File: src/rtl/uart_pkg.sv
// Shared types and register map for the memory-mapped UART transmitter.
package uart_pkg;

  typedef enum logic [1:0] {
    IDLE,
    START,
    DATA,
    STOP
  } tx_state_t;

  localparam logic [3:0] TXDATA_OFF  = 4'h0;
  localparam logic [3:0] STATUS_OFF  = 4'h4;
  localparam logic [3:0] BAUDDIV_OFF = 4'h8;

  localparam int ST_BUSY    = 0;
  localparam int ST_FULL    = 1;
  localparam int ST_EMPTY   = 2;
  localparam int ST_OVF     = 3;
  localparam int ST_CNT_LSB = 4;

  // The baud counter needs at least two cycles per bit.
  function automatic logic [15:0] clamp_div(
    input logic [15:0] v
  );
    return (v < 16'd2) ? 16'd2 : v;
  endfunction

endpackage

File: src/rtl/mmio_uart_tx_fifo.sv
// Synchronous TX byte FIFO with occupancy count.
module tx_fifo #(
  parameter int DEPTH = 4,
  parameter int W     = 8,
  parameter int CW    = $clog2(DEPTH) + 1
) (
  input  logic          clk,
  input  logic          rst_n,
  input  logic          push,
  input  logic          pop,
  input  logic [W-1:0]  din,
  output logic [W-1:0]  dout,
  output logic [CW-1:0] count,
  output logic          full,
  output logic          empty
);

  localparam int AW = $clog2(DEPTH);

  logic [W-1:0]  mem_q [DEPTH];
  logic [AW-1:0] wr_q, wr_d;
  logic [AW-1:0] rd_q, rd_d;
  logic [CW-1:0] cnt_q, cnt_d;

  assign dout  = mem_q[rd_q];
  assign count = cnt_q;
  assign full  = (cnt_q == CW'(DEPTH));
  assign empty = (cnt_q == '0);

  always_comb begin
    wr_d  = push ? wr_q + 1'b1 : wr_q;
    rd_d  = pop  ? rd_q + 1'b1 : rd_q;
    cnt_d = cnt_q + CW'(push) - CW'(pop);
  end

  always_ff @(posedge clk) begin
    if (push) mem_q[wr_q] <= din;
  end

  always_ff @(posedge clk or negedge rst_n) begin
    if (!rst_n) begin
      wr_q  <= '0;
      rd_q  <= '0;
      cnt_q <= '0;
    end else begin
      wr_q  <= wr_d;
      rd_q  <= rd_d;
      cnt_q <= cnt_d;
    end
  end

endmodule

File: src/rtl/mmio_uart_tx.sv
// MMIO UART transmitter: register decode, TX FIFO and 8N1 serializer.
module mmio_uart_tx
  import uart_pkg::*;
#(
  parameter logic [31:0] BASE_ADDR    = 32'h0000_1000,
  parameter int          FIFO_DEPTH   = 4,
  parameter int          CLKS_PER_BIT = 434
) (
  input  logic        clk,
  input  logic        rst_n,
  input  logic        mem_write,
  input  logic [31:0] adr,
  input  logic [31:0] write_data,
  output logic        sel,
  output logic [31:0] read_data,
  output logic        tx,
  output logic        irq_empty
);

  localparam int CW = $clog2(FIFO_DEPTH) + 1;

  logic [3:0]    off;
  logic          wr_en, wr_tx, wr_stat, wr_baud;
  logic          push_ok, pop;
  logic [7:0]    fifo_dout;
  logic [CW-1:0] fifo_cnt, cnt_nxt;
  logic          fifo_full, fifo_empty;
  logic [3:0]    cnt4;
  logic          unused_bits;

  tx_state_t   state_q, state_d;
  logic [15:0] baud_q, baud_d;
  logic [15:0] div_q, div_d;
  logic [15:0] cnt_q, cnt_d;
  logic [2:0]  bit_q, bit_d;
  logic [7:0]  shift_q, shift_d;
  logic        tx_q, tx_d;
  logic        ovf_q, ovf_d;
  logic        irq_q, irq_d;
  logic        tc;

  assign off     = {adr[3:2], 2'b00};
  assign sel     = (adr[31:4] == BASE_ADDR[31:4]);
  assign wr_en   = sel && mem_write;
  assign wr_tx   = wr_en && (off == TXDATA_OFF);
  assign wr_stat = wr_en && (off == STATUS_OFF);
  assign wr_baud = wr_en && (off == BAUDDIV_OFF);

  assign unused_bits = ^{write_data[31:16], adr[1:0]};

  // A full FIFO still takes a byte when the head leaves this cycle.
  assign push_ok = wr_tx && (!fifo_full || pop);
  assign cnt_nxt = fifo_cnt + CW'(push_ok) - CW'(pop);

  tx_fifo #(
    .DEPTH (FIFO_DEPTH),
    .W     (8),
    .CW    (CW)
  ) u_fifo (
    .clk   (clk),
    .rst_n (rst_n),
    .push  (push_ok),
    .pop   (pop),
    .din   (write_data[7:0]),
    .dout  (fifo_dout),
    .count (fifo_cnt),
    .full  (fifo_full),
    .empty (fifo_empty)
  );

  always_comb begin
    ovf_d  = ovf_q;
    baud_d = baud_q;
    if (wr_stat) ovf_d = 1'b0;
    else if (wr_tx && !push_ok) ovf_d = 1'b1;
    if (wr_baud) baud_d = clamp_div(write_data[15:0]);
  end

  assign tc = (cnt_q == 16'd0);

  always_comb begin
    state_d = state_q;
    div_d   = div_q;
    cnt_d   = cnt_q;
    bit_d   = bit_q;
    shift_d = shift_q;
    tx_d    = tx_q;
    pop     = 1'b0;
    unique case (state_q)
      IDLE: begin
        tx_d = 1'b1;
        if (!fifo_empty) begin
          pop     = 1'b1;
          shift_d = fifo_dout;
          div_d   = baud_q;
          cnt_d   = baud_q - 16'd1;
          tx_d    = 1'b0;
          state_d = START;
        end
      end
      START: begin
        if (tc) begin
          state_d = DATA;
          cnt_d   = div_q - 16'd1;
          bit_d   = 3'd0;
          tx_d    = shift_q[0];
        end else begin
          cnt_d = cnt_q - 16'd1;
        end
      end
      DATA: begin
        if (tc) begin
          cnt_d = div_q - 16'd1;
          if (bit_q == 3'd7) begin
            state_d = STOP;
            tx_d    = 1'b1;
          end else begin
            bit_d   = bit_q + 3'd1;
            shift_d = shift_q >> 1;
            tx_d    = shift_q[1];
          end
        end else begin
          cnt_d = cnt_q - 16'd1;
        end
      end
      STOP: begin
        if (tc) begin
          if (!fifo_empty) begin
            pop     = 1'b1;
            shift_d = fifo_dout;
            div_d   = baud_q;
            cnt_d   = baud_q - 16'd1;
            tx_d    = 1'b0;
            state_d = START;
          end else begin
            tx_d    = 1'b1;
            state_d = IDLE;
          end
        end else begin
          cnt_d = cnt_q - 16'd1;
        end
      end
      default: begin
        state_d = IDLE;
        tx_d    = 1'b1;
      end
    endcase
  end

  assign irq_d = (cnt_nxt == '0) && (state_d == IDLE);

  always_ff @(posedge clk or negedge rst_n) begin
    if (!rst_n) begin
      state_q <= IDLE;
      baud_q  <= 16'(CLKS_PER_BIT);
      div_q   <= 16'(CLKS_PER_BIT);
      cnt_q   <= '0;
      bit_q   <= '0;
      shift_q <= '0;
      tx_q    <= 1'b1;
      ovf_q   <= 1'b0;
      irq_q   <= 1'b1;
    end else begin
      state_q <= state_d;
      baud_q  <= baud_d;
      div_q   <= div_d;
      cnt_q   <= cnt_d;
      bit_q   <= bit_d;
      shift_q <= shift_d;
      tx_q    <= tx_d;
      ovf_q   <= ovf_d;
      irq_q   <= irq_d;
    end
  end

  assign tx        = tx_q;
  assign irq_empty = irq_q;

  always_comb begin
    cnt4 = 4'(fifo_cnt);
  end

  always_comb begin
    read_data = '0;
    if (sel) begin
      unique case (1'b1)
        (off == STATUS_OFF): begin
          read_data[ST_BUSY]             = (state_q != IDLE);
          read_data[ST_FULL]             = fifo_full;
          read_data[ST_EMPTY]            = fifo_empty;
          read_data[ST_OVF]              = ovf_q;
          read_data[ST_CNT_LSB +: 4]     = cnt4;
        end
        (off == BAUDDIV_OFF): read_data[15:0] = baud_q;
        default: read_data = '0;
      endcase
    end
  end

endmodule

File: config.mk
export PLATFORM = sky130hd
export DESIGN_NAME = mmio_uart_tx
export DESIGN_NICKNAME = d
export VERILOG_FILES = /design/src/rtl/uart_pkg.sv /design/src/rtl/mmio_uart_tx_fifo.sv /design/src/rtl/mmio_uart_tx.sv
export SDC_FILE = /design/constraint.sdc
export NUM_CORES = 1
export LEC_CHECK = 0
export ABC_AREA = 0
export ABC_CLOCK_PERIOD_IN_PS = 3900
export BUFFER_PORTS_ARGS = -buffer_cell sky130_fd_sc_hd__buf_2
export CORE_ASPECT_RATIO = 0.6
export CORE_MARGIN = 8
export CORE_UTILIZATION = 40
export DETAILED_ROUTE_END_ITERATION = 8
export PLACE_DENSITY_LB_ADDON = 0.12
export SLEW_MARGIN = 10
export SYNTH_ARGS = -nofsm -noshare
export SYNTH_HDL_FRONTEND = slang
export SYNTH_SLANG_ARGS = --single-unit
File: constraint.sdc
create_clock -name clk -period 3.9 [get_ports clk]
set_input_delay 0 -clock clk [delete_from_list [all_inputs] [get_ports clk]]
set_output_delay 0 -clock clk [all_outputs]
set_load 0.01 [all_outputs]
==> out/qor.txt, run 1 <==
outcome: completed
DP Wirelength: 12.1 mm
cell depth of the worst flop-to-flop path: 12
Synth Cell Area: 5860 sq um
# nets final: 707
Num CTS Buffers: 9
Worst EP arrival: 3.79 ns
layout cell share with drive strength beyond 1: 22.9%
clock sinks: 103
Pleak: 0.00306 uW
post_cts resized: 0
unrepaired setup endpoints after global routing: false
Clock Tree Buf Depth: 2
Slowest Stage Delay on Critical Path: 0.49 ns
Syn Area/Cell: 10.8 sq um
Bufs and invs on worst path: 1
Post-Synthesis Cells: 544
hold path endpoint: ovf_q$_DFFE_PN0P_
Ports: 102
largest net degree at the start of global routing: 72
CTS clk-pin slew, worst paths: 0.08 ns
cell-by-cell trace of the critical path: nor4_4, nand4_1, nor2_1, a31oi_1, and3b_1, ha_1, inv_1, fa_1, xnor2_1, xnor2_1, nor3_1, and4b_1
Crit Reg-Reg Endpoint: irq_empty$_DFF_PN1_
WP depth: 12
count of cells along the worst hold path: 5
Slew HR: 37.2%
Worst Path Required: 4.19 ns
min-delay src: adr[3]
drt first pass iters: 5
GRT overflow: 0
async set or reset register ratio after synthesis: 68.9%
final std cells w/o fill: 823
port buffer count: 67
r2r setup slk: 0.40 ns
Antenna Nets Post-Route: 0
Die ar.: 18900 sq um
Ant. Diodes: 0
# DRC: 0
Reg-to-Reg Start: cnt_q[2]$_DFF_PN0_
Initial Util: 40.6%
CTS tree: yes
routed len/inst: 19.6 microns
slew at the pin with the worst max-slew slack: 0.942 ns
setup TNS: 0 ns
final hold violation count: 0
FP Rows: 34
initial antenna violation count: 0
root buffer cell: clkbuf_16
final slew viol count: 0
first-pass GRT wire length: 26.1 mm
predominant post-synthesis flop cell: dfrtp_1
post-synthesis register bit count: 103
worst vdd rail ir drop: 0.000266 V
Worst Path Max Fanout: 7
crit-path most repeated cell: xnor2_1
Max Cap Viol: 0
Yosys warnings: 0
Netlist cell types: 61
routed vias/inst: 5.42
PD cells: 325 nW/um^2
PnR Total Power: 2220 uW
RePlAce Congestion: 0.906
area grow syn2layout: 16.3%
fmax: 0.286 GHz
DR vias: 4463
hold crit path type: in -> reg
Die H: 110 microns
Setup Buffers After CTS: 0
vias in the first global route: 4623
die width: 172 microns
Clk Latency, worst-skew pair: 0.35 ns
# placed instances: 789
setup violators final: 0
fin crit share: 89.8%
Core Region: 14400 sq um
critical path endpoint category: register
Setup Crit Path Kind: reg -> reg
Slowest cell on crit path: and3b_1
delay-heaviest family, CP: simple AND/OR/NAND/NOR gates
hold_ws: 0.200 ns
gr usage total: 18.0%
EDFF count, synth: 32
hold-fix buffer count after cts: 18
DR iter-0 viols: 327
final WL: 16.1 mm
register area share after synthesis: 47.0%
Worst Setup Start Kind: register
Clock Skews: 0.0128 ns
CTS H-tree depth: 3
minimum clock period: 3.50 ns
how the worst max path moves through the flow:
stage / from / endpoint / slack [ns]
final: cnt_q[2]$_DFF_PN0_ / irq_empty$_DFF_PN1_ / 0.40
after global routing: cnt_q[2]$_DFF_PN0_ / irq_empty$_DFF_PN1_ / 0.17
after CTS: cnt_q[2]$_DFF_PN0_ / irq_empty$_DFF_PN1_ / 0.46
after detailed placement: cnt_q[2]$_DFF_PN0_ / irq_empty$_DFF_PN1_ / 0.50
after global placement: cnt_q[2]$_DFF_PN0_ / irq_empty$_DFF_PN1_ / 0.57
after floorplan: cnt_q[2]$_DFF_PN0_ / irq_empty$_DFF_PN1_ / 1.05
worst reg2reg max path, stage by stage (launching register included):
cell and delay [ns]:
dfrtp_1 0.47, nor4_4 0.46, nand4_1 0.26, nor2_1 0.20, a31oi_1 0.16, and3b_1 0.49, ha_1 0.22, inv_1 0.05
fa_1 0.37, xnor2_1 0.14, xnor2_1 0.14, nor3_1 0.23, and4b_1 0.23
layer usage:
layer	part of all wire [%]	wire, microns	GRT usage, %
met1	52	8420	27.7
met2	38	6130	24.2
met3	8.5	1360	4.88
met4	1.3	206	4.47
met5	0	0	0
cell families (layout without fill, tap and decap cells):
kind of cell / Yosys count / count (layout) / share of synthesized area, %
AOI/OAI and AO/OA: 94 / 94 / 10.6
xor gates and xnor gates: 43 / 43 / 6.42
DFF: 103 / 103 / 47.0
other: 1 / 16 / 0.0640
buffers and inverters: 63 / 129 / 5.34
and+or+nand+nor: 174 / 174 / 16.0
muxes: 46 / 46 / 10.2
adders and majority gates: 20 / 20 / 4.40
Yosys cell counts (2+ instances only):
cell type  number  area (sq um)
dfrtp_1        59          1480
nor2_1         44           165
nand2_1        34           128
edfxtp_1       32           961
mux2_2         22           248
xnor2_1        22           193
xor2_1         21           184
inv_1          20          75.1
clkbuf_1       19          71.3
ha_1           19           238
nor4_1         19           119
nor3_1         17          85.1
buf_4          16           120
a21oi_1        15          75.1
o21ai_0        13          65.1
o21ai_1        13          65.1
dfstp_2        12           315
and3_1         11          68.8
a31oi_1        10          62.6
a211o_1         8          70.1
mux2_1          8          90.1
mux2i_1         8          80.1
mux4_2          8           180
a22oi_1         7          52.6
and2_1          7          43.8
buf_2           7          35.0
nand3_1         7          35.0
nand4_1         7          43.8
a211oi_1        6          45.0
o221ai_1        6          52.6
nand2b_1        5          31.3
o22ai_1         4          25.0
or3_1           4          25.0
a21bo_2         2          20.0
a32oi_1         2          17.5
nor2b_1         2          12.5
nor4_4          2          42.5
nor4b_1         2          17.5
o211ai_1        2          15.0
layout make-up:
type / instances / area, sq um
Clock buffer: 9 / 225
Clock inverter: 7 / 88.8
Fill cell: 1345 / 7600
Inverter: 20 / 75.1
Multi-Input combinational cell: 393 / 2850
Sequential cell: 103 / 2750
Tap cell: 198 / 248
Timing Repair Buffer: 93 / 576
where the power goes:
part           total (uW)  internal [uW]  switching, uW
Combinational         103           45.8           57.6
Clock                 955            514            441
Sequential           1160           1140           15.7
state kept, by name, indices dropped and copies added (netlist names):
name          flops
irq_empty         1
bit_q             3
u_fifo.count      3
div_q            16
u_fifo.rd_q       2
tx                1
u_fifo.wr_q       2
shift_q           8
baud_q           16
state_q           2
ovf_q             1
u_fifo.mem_q     32
cnt_q            16
through the flow:
stage          setup slack, ns  util [%]  area, sq um
3_3_place_gp             0.569      43.8         6320
5_1_grt                  0.169      47.3         6820
4_1_cts                  0.456      47.3         6820
3_5_place_dp             0.496      43.8         6320
6_report                 0.399      47.3         6820
2_1_floorplan             1.05         -         5920
cells in the final DEF, fill, tap and decap left out, types with 4 or more instances in the layout:
cell type	n
buf_2	67
nor3_1	17
dfstp_2	12
mux2i_1	8
o221ai_1	6
nand3_1	7
a22oi_1	7
inv_1	20
mux4_2	8
clkbuf_16	9
nand4_1	7
a211o_1	8
mux2_2	22
dlygate4sd3_1	18
and3_1	11
mux2_1	8
a211oi_1	6
and2_1	7
nor2_1	44
or3_1	4
conb_1	16
nand2_1	34
nor4_1	19
buf_4	8
o21ai_0	13
xor2_1	21
nand2b_1	5
ha_1	19
a21oi_1	15
edfxtp_1	32
dfrtp_1	59
a31oi_1	10
xnor2_1	22
o21ai_1	13
o22ai_1	4
Note: power is estimated with default switching activity, not from simulation.
==> run 2: changes to the inputs <==
ABC_CLOCK_PERIOD_IN_PS = 4500   (was 3900)
SETUP_SLACK_MARGIN = 0.05   (was unset)
clock period = 4.5 ns   (was 3.9 ns; I/O delays follow)
==> out/qor.txt, run 2 (synthesis results as in run 1) <==
outcome: completed
initial antenna violation count: 0
first-pass GRT wire length: 25.9 mm
delay-heaviest family, CP: simple AND/OR/NAND/NOR gates
Max Cap Viol: 0
DR vias: 4486
final hold violation count: 0
Int Pwr: 1420 uW
Worst Path Required: 4.80 ns
Ports: 102
port buffer count: 67
final slew viol count: 0
cell-by-cell trace of the critical path: nor4_4, nand4_1, nor2_1, a31oi_1, and3b_1, ha_1, inv_1, fa_1, xnor2_1, xnor2_1, nor3_1, and4b_1
Slew HR: 26.5%
CTS tree: yes
Logic pwr share: 4.8%
routed len/inst: 19.7 microns
Setup Buffers After CTS: 0
Net Sw Power: 468 uW
# DRC: 0
Num CTS Buffers: 9
layout cell share with drive strength beyond 1: 22.5%
vias in the first global route: 4606
RePlAce Congestion: 0.861
Die H: 110 microns
critical path endpoint category: register
Core Region: 14400 sq um
Initial Util: 40.6%
worst vdd rail ir drop: 0.000160 V
Slowest Stage Delay on Critical Path: 0.47 ns
clock sinks: 103
number of flip-flops under the largest register name: 32
DR iter-0 viols: 353
Clk Latency, worst-skew pair: 0.37 ns
Setup Crit Path Kind: reg -> reg
GRT overflow: 0
final WL: 16.1 mm
gr usage total: 18.1%
slew at the pin with the worst max-slew slack: 1.10 ns
fin crit share: 74.8%
root buffer cell: clkbuf_16
post_cts resized: 0
routed vias/inst: 5.48
Slowest cell on crit path: dfrtp_1
FP Rows: 34
PD cells: 279 nW/um^2
DP Wirelength: 12.0 mm
Clock Tree Buf Depth: 2
minimum clock period: 3.37 ns
largest net degree at the start of global routing: 72
# nets final: 703
hold_ws: 0.0211 ns
Worst Setup Start Kind: register
unrepaired setup endpoints after global routing: false
most frequent cells in the layout: buf_2, dfrtp_1, nor2_1, nand2_1, edfxtp_1
switch share: 24.8%
fmax: 0.297 GHz
CTS clk-pin slew, worst paths: 0.08 ns
commonest non-fill, non-tap cell in the layout: buf_2
drt first pass iters: 5
Ant. Diodes: 0
hold crit path type: in -> reg
Worst EP arrival: 3.67 ns
die width: 172 microns
setup violators final: 0
hold-fix buffer count after cts: 17
area grow syn2layout: 15.5%
crit-path most repeated cell: xnor2_1
Die ar.: 18900 sq um
Bufs and invs on worst path: 1
CTS H-tree depth: 3
Clock power frac: 42.1%
Antenna Nets Post-Route: 0
Pleak: 0.00303 uW
setup TNS: 0 ns
Clock Skews: 0.0185 ns
Flop pwr share: 53.1%
Worst Path Max Fanout: 7
Largest Register: u_fifo.mem_q
==> run 2: layout make-up <==
| type | count | area [sq um] |
|---|---|---|
| fillers | 1342 | 7650 |
| multi-input cells | 393 | 2850 |
| flip-flops and latches | 103 | 2750 |
| repair buffers | 89 | 543 |
| well taps | 198 | 248 |
| clock buffers | 9 | 225 |
| inverters | 20 | 75.1 |
| clock inverters | 7 | 72.6 |
==> run 2: power by group through the flow <==
stage	logic, uW	registers, uW	clock network (uW)
after global routing	105	1010	848
final	90.7	1000	796
after floorplan	41.9	1020	0
after global placement	75.4	1020	0
after CTS	91.7	1010	818
after detailed placement	80.5	1020	0
==> run 2: through the flow <==
step / total power, uW / instance area, sq um / std cells / util (%) / setup slack, ns
4_1_cts: 1910 / 6760 / 818 / 46.9 / 1.16
3_3_place_gp: 1100 / 6290 / 785 / 43.6 / 1.28
2_1_floorplan: 1060 / 5920 / 559 / - / 1.65
3_5_place_dp: 1100 / 6290 / 785 / 43.6 / 1.15
6_report: 1890 / 6770 / 819 / 46.9 / 1.13
5_1_grt: 1960 / 6770 / 819 / 46.9 / 0.848
==> run 2: worst paths after layout <==
check	from	endpoint	slack (ns)	cells after the start
hold reg to reg	shift_q[4]$_DFFE_PN0P_	shift_q[4]$_DFFE_PN0P_	0.49	2
hold / removal	mem_write	ovf_q$_DFFE_PN0P_	0.02	3
min in group asynchronous	rst_n	bit_q[0]$_DFFE_PN0P_	0.39	3
setup / recovery	cnt_q[2]$_DFF_PN0_	irq_empty$_DFF_PN1_	1.13	12
setup reg to reg	cnt_q[2]$_DFF_PN0_	irq_empty$_DFF_PN1_	1.13	12
max in group asynchronous	rst_n	baud_q[6]$_DFFE_PN0P_	3.49	3
==> run 2: metal layers <==
metal / part of all wire [%] / track usage [%] / routed length [microns]
met1: 51 / 27.6 / 8280
met2: 40 / 25.4 / 6460
met3: 7.4 / 4.12 / 1200
met4: 1.1 / 4.16 / 170
met5: 0 / 0 / 0
==> run 2: worst register-to-register path, stage by stage, from the launching register on <==
cell and delay [ns]:
dfrtp_1 0.47, nor4_4 0.46, nand4_1 0.27, nor2_1 0.20
a31oi_1 0.15, and3b_1 0.42, ha_1 0.20, inv_1 0.05
fa_1 0.37, xnor2_1 0.15, xnor2_1 0.14, nor3_1 0.22
and4b_1 0.23
==> run 3: changes to the inputs <==
ABC_CLOCK_PERIOD_IN_PS = 2700   (was 4500)
clock period = 2.7 ns   (was 4.5 ns; I/O delays follow)
==> out/qor.txt, run 3 (synthesis results as in run 1) <==
outcome: complete, but fails checks
violated checks: negative setup slack
Int Pwr: 2390 uW
minimum clock period: 2.82 ns
Area after DPL: 6600 sq um
# DRC: 0
Worst Path Max Fanout: 3
most frequent cells in the layout: buf_2, dfrtp_1, nor2_1, buf_4, nand2_1
count of cells along the worst hold path: 3
commonest non-fill, non-tap cell in the layout: buf_2
vias in the first global route: 4620
routed vias/inst: 5.40
Die ar.: 18900 sq um
min-delay src: mem_write
Clk Latency, worst-skew pair: 0.36 ns
# nets final: 740
CTS clk-pin slew, worst paths: 0.08 ns
area grow syn2layout: 21.5%
delay-heaviest family, CP: simple AND/OR/NAND/NOR gates
largest net degree at the start of global routing: 47
Largest Register: u_fifo.mem_q
Worst Setup Start Kind: register
hold path endpoint: ovf_q$_DFFE_PN0P_
Slew HR: 22.9%
layout cell share with drive strength beyond 1: 28.0%
CP Launch Point: cnt_q[5]$_DFF_PN0_
fmax: 0.355 GHz
Flop pwr share: 52.6%
final std cells w/o fill: 856
Reg-to-Reg Start: cnt_q[5]$_DFF_PN0_
port buffer count: 67
DR iter-0 viols: 400
Net Sw Power: 795 uW
critical path endpoint category: register
Slowest Stage Delay on Critical Path: 0.41 ns
worst setup margin: -0.115 ns
Worst EP arrival: 3.11 ns
Num CTS Buffers: 9
Ant. Diodes: 0
Clock power frac: 42.6%
Bufs and invs on worst path: 1
GRT overflow: 0
Slowest cell on crit path: dfrtp_1
clock sinks: 103
DP Wirelength: 12.8 mm
Pleak: 0.00324 uW
Core Region: 14400 sq um
final WL: 16.8 mm
slew at the pin with the worst max-slew slack: 1.16 ns
final hold violation count: 0
initial antenna violation count: 0
switch share: 25.0%
setup violators final: 1
unrepaired setup endpoints after global routing: true
hold crit path type: in -> reg
Die H: 110 microns
routed len/inst: 19.6 microns
Ports: 102
root buffer cell: clkbuf_16
PD cells: 446 nW/um^2
Worst Path Required: 2.99 ns
die width: 172 microns
Logic pwr share: 4.8%
FP Rows: 34
DR vias: 4625
Crit Reg-Reg Endpoint: irq_empty$_DFF_PN1_
fin crit share: 104%
Clock Skews: 0.0113 ns
final slew viol count: 0
cell-by-cell trace of the critical path: nor4_4, and4_4, a31oi_4, nor3_4, xor2_1, ha_2, inv_1, fa_2, xnor2_1, xnor2_1, nor3_1, and4b_1
crit-path most repeated cell: xnor2_1
Clock Tree Buf Depth: 2
# placed instances: 822
Final Cell Area: 7120 sq um
RePlAce Congestion: 0.889
CTS tree: yes
worst vdd rail ir drop: 0.000298 V
Setup Crit Path Kind: reg -> reg
CTS H-tree depth: 3
Antenna Nets Post-Route: 0
Initial Util: 40.6%
number of flip-flops under the largest register name: 32
drt first pass iters: 5
Max Cap Viol: 0
Fill cells: 1284
r2r setup slk: -0.12 ns
gr usage total: 18.8%
cell depth of the worst flop-to-flop path: 12
first-pass GRT wire length: 26.7 mm
## run 3: power groups by stage
stage | sequential [uW] | combinational, uW | clock, uW
finish | 1670 | 153 | 1350
global route | 1680 | 176 | 1450
CTS | 1670 | 155 | 1380
detailed placement | 1710 | 135 | 0
global placement | 1700 | 131 | 0
floorplan | 1700 | 69.9 | 0
## run 3: tightest hold or removal path: cells and delay by family
kind | cells | cell delay (ns)
AND/OR/NAND/NOR | 1 | 0.18
buffers and inverters | 1 | 0.09
AO/OA/AOI/OAI | 1 | 0.09
## run 3: metrics by stage
step	setup slack [ns]	setup TNS, ns	utilization, %	power [uW]	hold slack, ns
finish	-0.115	-0.115	49.4	3180	0.0509
global route	-0.296	-0.383	49.4	3310	0.0791
CTS	-0.165	-0.165	49.1	3210	0.0405
detailed placement	-0.156	-0.156	45.8	1840	0.0675
global placement	-0.0445	-0.0445	45.8	1840	0.0520
floorplan	-0.0264	-0.0264	-	1770	-0.296
## run 3: worst max path at each step
stage                               end  depth (start not counted)  slack [ns]
finish              irq_empty$_DFF_PN1_                         12       -0.12
global route        irq_empty$_DFF_PN1_                         12       -0.30
CTS                 irq_empty$_DFF_PN1_                         12       -0.16
detailed placement  irq_empty$_DFF_PN1_                         12       -0.16
global placement    irq_empty$_DFF_PN1_                         12       -0.04
floorplan           irq_empty$_DFF_PN1_                         12       -0.03
## run 3: area by class of cell
type / instances / area [sq um] / share of cell area (%)
multi-input cells: 393 / 2910 / 40.8
clock inverters: 7 / 81.3 / 1.14
inverters: 20 / 75.1 / 1.05
repair buffers: 126 / 833 / 11.7
clock buffers: 9 / 225 / 3.16
flip-flops and latches: 103 / 2750 / 38.6
well taps: 198 / 248 / 3.48
## run 3: repair_timing
action / 4_1_cts / 5_1_grt
pin swaps: 1 / 0
hold buffers: 17 / 0
resized for setup: 0 / 7
buffers inserted: 0 / 1
setup endpoints to repair: 1 / 3
endpoints found under the hold margin: 72 / 0
## run 3: layer usage
layer | vias up | GRT usage, % | wire, microns
met5 | - | 0 | 0
met4 | 0 | 3.55 | 130
met3 | 11 | 5.88 | 1470
met2 | 192 | 24.6 | 6370
met1 | 2249 | 29.5 | 8810
li1 | 2173 | - | -
